File: config.mk
export PLATFORM = sky130hd
export DESIGN_NAME = imem_loader
export DESIGN_NICKNAME = d
export VERILOG_FILES = /design/src/rtl/imem_pkg.sv /design/src/rtl/imem_ram.sv /design/src/rtl/imem_loader.sv
export SDC_FILE = /design/constraint.sdc
export NUM_CORES = 2
export LEC_CHECK = 0
export BUFFER_PORTS_ARGS = -buffer_cell sky130_fd_sc_hd__buf_2
export CORE_ASPECT_RATIO = 1.25
export CORE_UTILIZATION = 57
export DETAILED_ROUTE_END_ITERATION = 8
export GPL_TIMING_DRIVEN = 1
export HOLD_SLACK_MARGIN = 0.05
export PLACE_DENSITY = 0.85
export SYNTH_ARGS = -nofsm -noshare
export SYNTH_HDL_FRONTEND = slang
export SYNTH_SLANG_ARGS = --single-unit
File: constraint.sdc
create_clock -name clk -period 4 [get_ports clk]
set_clock_uncertainty 0.1 [all_clocks]
set_input_delay 1.2 -clock clk [delete_from_list [all_inputs] [get_ports clk]]
set_output_delay 1.2 -clock clk [all_outputs]
set_load 0.01 [all_outputs]
File: src/rtl/imem_pkg.sv
// Shared constants and types for the instruction-memory boot loader.
package imem_pkg;
  localparam int          DEPTH    = 64;
  localparam int          AW       = 6;
  localparam int          DW       = 32;
  localparam logic [31:0] NOP_INSN = 32'hd503201f;

  typedef enum logic [1:0] {CLEAR, LOAD, RUN} ld_state_t;
endpackage

File: src/rtl/imem_ram.sv
// DEPTH x DW instruction array: one synchronous write port and one
// combinational read port. The array has no reset; the loader clears it.
module imem_ram #(
  parameter int DEPTH = imem_pkg::DEPTH,
  parameter int AW    = imem_pkg::AW,
  parameter int DW    = imem_pkg::DW
) (
  input  logic          clk,
  input  logic          we,
  input  logic [AW-1:0] waddr,
  input  logic [DW-1:0] wdata,
  input  logic [AW-1:0] raddr,
  output logic [DW-1:0] rdata
);
  logic [DW-1:0] mem_q [DEPTH];

  // Synchronous write; contents survive reset.
  always_ff @(posedge clk) begin
    if (we) mem_q[waddr] <= wdata;
  end

  // Zero-latency read for the fetch port.
  always_comb rdata = mem_q[raddr];
endmodule

File: src/rtl/imem_loader.sv
// Boot controller: clears the instruction memory to NOPs, accepts a program
// over a valid/ready stream, then releases the CPU. A reload request in RUN
// reopens loading without clearing the array again.
module imem_loader #(
  parameter int DEPTH = imem_pkg::DEPTH,
  parameter int AW    = imem_pkg::AW,
  parameter int DW    = imem_pkg::DW
) (
  input  logic          clk,
  input  logic          reset,
  input  logic [AW-1:0] fetch_addr,
  output logic [DW-1:0] fetch_q,
  output logic          cpu_run,
  input  logic          ld_valid,
  output logic          ld_ready,
  input  logic [DW-1:0] ld_data,
  input  logic          ld_last,
  input  logic          ld_start,
  output logic          ld_overflow,
  output logic [AW:0]   loaded_words
);
  import imem_pkg::*;

  localparam logic [AW-1:0] PTR_LAST = AW'(DEPTH - 1);

  ld_state_t     state_q, state_d;
  logic [AW-1:0] ptr_q, ptr_d;
  logic [AW:0]   loaded_q, loaded_d;
  logic          ovf_q, ovf_d;

  logic          we;
  logic [DW-1:0] wdata;
  logic [DW-1:0] rdata;

  imem_ram #(.DEPTH(DEPTH), .AW(AW), .DW(DW)) u_ram (
    .clk   (clk),
    .we    (we),
    .waddr (ptr_q),
    .wdata (wdata),
    .raddr (fetch_addr),
    .rdata (rdata)
  );

  // State, pointer, word count and sticky overflow flag.
  always_ff @(posedge clk or negedge reset) begin
    if (!reset) begin
      state_q  <= CLEAR;
      ptr_q    <= '0;
      loaded_q <= '0;
      ovf_q    <= 1'b0;
    end else begin
      state_q  <= state_d;
      ptr_q    <= ptr_d;
      loaded_q <= loaded_d;
      ovf_q    <= ovf_d;
    end
  end

  // Next-state and write control. ld_ready is a pure function of state so
  // it never depends on ld_valid.
  always_comb begin
    state_d  = state_q;
    ptr_d    = ptr_q;
    loaded_d = loaded_q;
    ovf_d    = ovf_q;
    we       = 1'b0;
    wdata    = ld_data;
    cpu_run  = 1'b0;
    ld_ready = 1'b0;
    case (state_q)
      CLEAR: begin
        we    = 1'b1;
        wdata = DW'(NOP_INSN);
        ptr_d = ptr_q + AW'(1);
        if (ptr_q == PTR_LAST) state_d = LOAD;
      end
      LOAD: begin
        ld_ready = 1'b1;
        if (ld_valid) begin
          we       = 1'b1;
          ptr_d    = ptr_q + AW'(1);
          loaded_d = loaded_q + (AW+1)'(1);
          if (ld_last) begin
            state_d = RUN;
          end else if (ptr_q == PTR_LAST) begin
            // Array full with no end marker: flag it and stop accepting.
            ovf_d   = 1'b1;
            state_d = RUN;
          end
        end
      end
      RUN: begin
        cpu_run = 1'b1;
        if (ld_start) begin
          state_d  = LOAD;
          ptr_d    = '0;
          loaded_d = '0;
          ovf_d    = 1'b0;
        end
      end
      default: state_d = CLEAR;
    endcase
  end

  // The CPU only sees memory contents while it is allowed to run.
  always_comb fetch_q = cpu_run ? rdata : DW'(NOP_INSN);

  assign ld_overflow  = ovf_q;
  assign loaded_words = loaded_q;
endmodule

**After elaboration in Yosys (flattened, before gate mapping)**

Memory sizes are Yosys's and may differ from the RTL's.
Cells that the tools add are included.

- Logic and storage cells: 48
- Memory bits (writable): 2048
- Register bits after elaboration: 16
- Output and inout port bits: 42
- Bits of input ports: 43
- Memories: 1

- Reductions and logical operators: 7
- Equal/unequal tests: 9
- Add/sub/neg operators: 2
- Mux-type cells: 25

Memory list:

| name | words | bits a word | read ports | clocked after Yosys merged registers in | wr ports | line | text |
|---|---|---|---|---|---|---|---|
| u_ram.mem_q | 64 | 32 | 1 | 0 | 1 | imem_ram.sv:15 | `logic [DW-1:0] mem_q [DEPTH];` |

Operators by type and width:

| operator | count |
|---|---|
| $mux W32 | 2 |
| $pmux W6 S3 | 1 |
| $mux W7 | 2 |
| $pmux W7 S2 | 1 |
| $mux W6 | 2 |
| $mux W2 | 5 |
| $ne A2 B2 Y1 const B | 5 |
| $mux W1 | 9 |
| $add A7 B1 Y7 const B | 1 |
| $add A6 B1 Y6 const B | 1 |
| $eq A6 B6 Y1 const B | 1 |
| $pmux W2 S3 | 1 |
| $reduce_and A3 Y1 | 2 |
| $reduce_and A5 Y1 | 1 |
| $pmux W1 S2 | 2 |
| $reduce_and A4 Y1 | 1 |
| $ne A3 B3 Y1 const B | 1 |
| $reduce_bool A3 Y1 | 1 |
| $eq A2 B1 Y1 const B | 1 |
| $eq A2 B2 Y1 const B | 1 |
| $logic_not A2 Y1 | 1 |
| $reduce_bool A2 Y1 | 1 |

**Longest topological paths before layout**

- Word-level depth: 5
- Mapped depth: 10
- Depth with buffers taken out: 6

**Modules after synthesis**

A second synthesis with hierarchy kept.

- Cell total of the unflattened synthesis: 3446
- Area total of the unflattened synthesis: 79122.1 um2

By module, submodules not included:

| module | area each (um2) | cells an instance | instances | sequential area each (um2) |
|---|---|---|---|---|
| imem_ram | 77874.7 | 3292 | 1 | 61499.0 |
| imem_loader | 1247.4 | 154 | 1 | 400.4 |

**Worst setup path before layout**

Ideal clock, no wire load.

- Path kind: input-to-output
- Start point: input port fetch_addr[0]
- End point: output port fetch_q[14]
- Required time: 2700 ps
- Slack: -242 ps
- Data arrival time: 2942 ps
- Stages on the path: 9
- Buffers on the path: 4
- Path through: buf_6 > buf_6 > buf_6 > buf_2 > mux4_2 > mux2i_1 > mux2i_1 > o211ai_1 > nand3_1

- Longest elaborated chain between the ends: 2

Ends and longest elaborated chain:

| element | line | text |
|---|---|---|
| from (decl) | imem_loader.sv:11 | `input logic [AW-1:0] fetch_addr,` |
| $mem_v2 Z64 W32 | - |  |
| $mux W32 | imem_loader.sv:106 | `always_comb fetch_q = cpu_run ? rdata : DW'(NOP_INSN);` |
| to (decl) | imem_loader.sv:12 | `output logic [DW-1:0] fetch_q,` |

No other way between the ends.

**Worst setup path after layout**

- Start point: input port fetch_addr[0]
- End point: output port fetch_q[31]

The elaborated chain is that of the path after synthesis.

==> summary.md <==
| Metric | Value |
|---|---|
| Worst reg2reg endpoint | `u_ram.mem_q[11][13]` |
| Switching power | `9271 uW` |
| Antenna viol nets, final | `0` |
| Worst r2r src | `state_q[0]` |
| Net Count, Synth | `3522` |
| EDFF count, synth | `2048` |
| Crit path max fanout | `12` |
| Setup slack, reg-to-reg | `900 ps` |
| CP Capture Type | `output port` |
| Pin count of the biggest net entering global routing | `65` |
| Gate count of the mapped netlist | `3477` |
| Area growth from synthesis to layout | `19.27%` |
| Highest clock rate | `201.8 MHz` |
| Clock Tree Root | `clkbuf_16` |
| FF+latch count, synth | `2064` |
| Num ports | `85` |
| Vias | `45970` |
| Clk Latency, worst-skew pair | `840 ps` |
| Layout cells sized above 1 | `39.20%` |
| DP Worst Slack | `-1360 ps` |
| Cell row count | `152` |
| Die X | `336.1 um` |
| Top delay family on crit path | `multiplexers` |
| Crit path launch type | `input port` |
| Clock sink count | `2064` |
| Aggregate global routing overflow | `0` |
| Clock group share of total power | `42.6%` |
| Global-route wire length before repair | `350.3 mm` |
| Pwr/cell area | `458.7 nW/um2` |
| Avg Cell Area, Syn | `22.87 um2` |
| Top_reg_cell synth | `edfxtp_1` |
| Tmin final | `4956 ps` |
| Slew @ Worst Pin | `1379 ps` |
| Internal power | `34230 uW` |
| Number of CTS-inserted buffers | `188` |
| Sequential power share | `53.8%` |
| Sw Share | `21.31%` |
| Critical Path AT | `3660 ps` |
| Crit-path slowest cell | `mux4_2` |
| Synth cell types | `54` |
| Status | `finished with violations` |
| Synthesis Warnings | `0` |
| Slew Viols, Final | `0` |
| Gate power share | `3.7%` |
| Initial antenna violation count | `6` |
| Max_slew headroom | `7.880%` |
| Final Worst Setup Slack | `-955.5 ps` |
| Period utilisation layout | `123.9%` |
| RSZ-0062 raised after global routing | `yes` |
| CTS H-tree lvls | `4` |
| Fin nets | `4131` |
| Port-buffer cells | `84` |
| Data required, critical path | `2700 ps` |
| Max VDD drop | `0.4844 mV` |
| Vias in the first global route | `46240` |
| Crit Path Category | `input port to output port` |
| Chip Height | `419.6 um` |
| Pleak | `0.02596 uW` |
| CTS tree | `built` |
| Violated checks | `negative setup slack` |
| Core footprint | `137900 um2` |
| Clock transition at path regs | `60 ps` |
| Final setup viols | `32` |
| Routed length per instance | `43.09 um` |
| Utilization after layout | `68.78%` |
| Worst path cell trace | `buf_16 -> buf_8 -> buf_6 -> mux4_2 -> mux4_2 -> mux2i_4 -> a211oi_4 -> buf_2` |
| Total GRT Usage | `36.83%` |
| Hold violation count in the final report | `0` |
| Hold Crit Class | `input port to asynchronous set/reset pin` |
| Buffers & Inverters on Critical Path | `4` |
| Number of max-cap violations | `0` |
| Vias per std cell | `7.542` |
| Initial drt markers | `9197` |
| Die area | `141000 um2` |
| Max incr delay on CP | `560 ps` |
| Pre-antenna DRT Iters | `8` |
| Initial core utilization | `57.67%` |
| Ys async rst share | `0.7752%` |
| Most used cell, CP | `mux4_2` |
| # DRC | `0` |
| FF-to-FF path depth | `7` |
| Final wirelength | `262.7 mm` |
| DP HPWL | `127.9 mm` |
| Netlist Area Pre-Place | `79510 um2` |
| CTS max path bufs | `3` |
| GP Congestion | `0.8529` |
| Sequential share of the synthesized area | `77.85%` |
| Hold WS | `189.6 ps` |
==> worst register-to-register path, stage by stage (launching register included) <==
cell	delay, ps
dfrtp_1	380
buf_4	180
nor2b_1	170
nor3_1	420
nand2_1	510
buf_4	350
nor2_4	160
buf_4	460
==> metal layers <==
layer | share of wire, % | track usage (%) | vias to the layer above
met2 | 47 | 58.35 | 5618
li1 | - | - | 15950
met4 | 10 | 29.76 | 8
met1 | 28 | 41.82 | 22890
met3 | 14 | 10.81 | 1501
met5 | 0.061 | 0 | -
==> per-stage QoR <==
stage / setup TNS (ps) / instance area (um2) / std cells / power (uW)
floorplan: -3135 / 79770 / 3477 / 24650
global placement: -26380 / 86440 / 5672 / 25100
detailed placement: -28420 / 86440 / 5672 / 25140
CTS: -24200 / 94290 / 6076 / 43140
global route: -25790 / 94830 / 6095 / 44100
finish: -25540 / 94840 / 6096 / 43500
==> cell families (layout without fill, tap and decap cells) <==
group	after synthesis	count (layout)	share of synthesized area, %
AO/OA/AOI/OAI	184	184	1.616
XOR/XNOR	9	9	0.09914
adder cells (fa/ha/maj)	2	2	0.03147
buffers and inverters	193	963	1.396
flip-flops	2064	2064	77.85
multiplexers	677	677	17.05
other	0	1	0
AND/OR/NAND/NOR	348	348	1.959
==> power by group through the flow <==
stage	clock network (uW)	registers, uW	logic, uW
2_1_floorplan	0	23900	789
3_3_place_gp	0	23900	1240
3_5_place_dp	0	23900	1280
4_1_cts	18200	23400	1500
5_1_grt	19100	23400	1620
6_report	18500	23400	1600
==> placed cells by master, fill, tap and decap left out, types with 8 or more instances in the layout <==
master,count
clkinvlp_4,9
a32oi_2,11
buf_8,14
clkinv_1,50
nand2_1,112
a21oi_1,25
clkinv_2,38
buf_12,102
xor2_1,9
mux2i_4,9
mux2i_2,26
mux2i_1,91
buf_6,43
o22ai_1,11
or2_2,15
buf_2,70
bufinv_16,20
clkbuf_1,29
nor2_1,38
buf_4,351
nor2b_4,19
nand3_1,19
buf_16,20
a22oi_2,10
o211ai_1,10
nor2b_1,11
a21oi_2,17
edfxtp_1,2048
mux2_2,8
dfrtp_1,16
clkbuf_16,194
mux4_2,541
nor3_1,10
a32oi_1,16
nor2_4,68
a22oi_1,26
==> area by class of cell <==
| type | count | area (um2) |
|---|---|---|
| Sequential cell | 2064 | 61900 |
| Timing Repair Buffer | 607 | 6477 |
| Antenna cell | 1 | 2.502 |
| Multi-Input combinational cell | 1220 | 17990 |
| Clock buffer | 220 | 4888 |
| Clock inverter | 131 | 1241 |
| Inverter | 5 | 20.02 |
| Fill cell | 7330 | 43050 |
| Tap cell | 1848 | 2312 |
==> synth_stat cells, types with 28 or more instances <==
cell         n  area, um2
a22oi_1     36      270.3
mux4_2     541      12180
buf_4       37      277.8
nand2_1    120      450.4
nor2_1     113      424.2
nor2b_1     31      193.9
mux2i_1    126       1261
buf_2       56      280.3
a32oi_1     28      245.2
a21oi_1     43      215.2
edfxtp_1  2048      61500
clkbuf_1    56      210.2
==> flip-flops by register name, indices dropped and copies added, names as in the netlist <==
signal and cells:
ld_overflow 1, loaded_words 7, ptr_q 6, state_q 2, u_ram.mem_q 2048
==> how the worst max path moves through the flow <==
stage / from / to / slack (ps) / cells past startpoint
floorplan: fetch_addr[0] / fetch_q[10] / -160 / 7
detailed placement: fetch_addr[0] / fetch_q[31] / -1360 / 8
global route: fetch_addr[0] / fetch_q[31] / -1000 / 8
finish: fetch_addr[0] / fetch_q[31] / -960 / 8
CTS: fetch_addr[0] / fetch_q[15] / -870 / 9
global placement: fetch_addr[0] / fetch_q[31] / -1310 / 8
==> what timing repair did <==
| item | CTS | global route |
|---|---|---|
| pin swaps | 45 | 25 |
| gates resized for setup | 208 | 83 |
| endpoints found under the setup margin | 32 | 32 |
| gates cloned | 12 | 3 |
| hold buffers | 0 | 0 |
| setup buffers | 42 | 22 |
No activity file was read; power rests on OpenSTA's default activity.
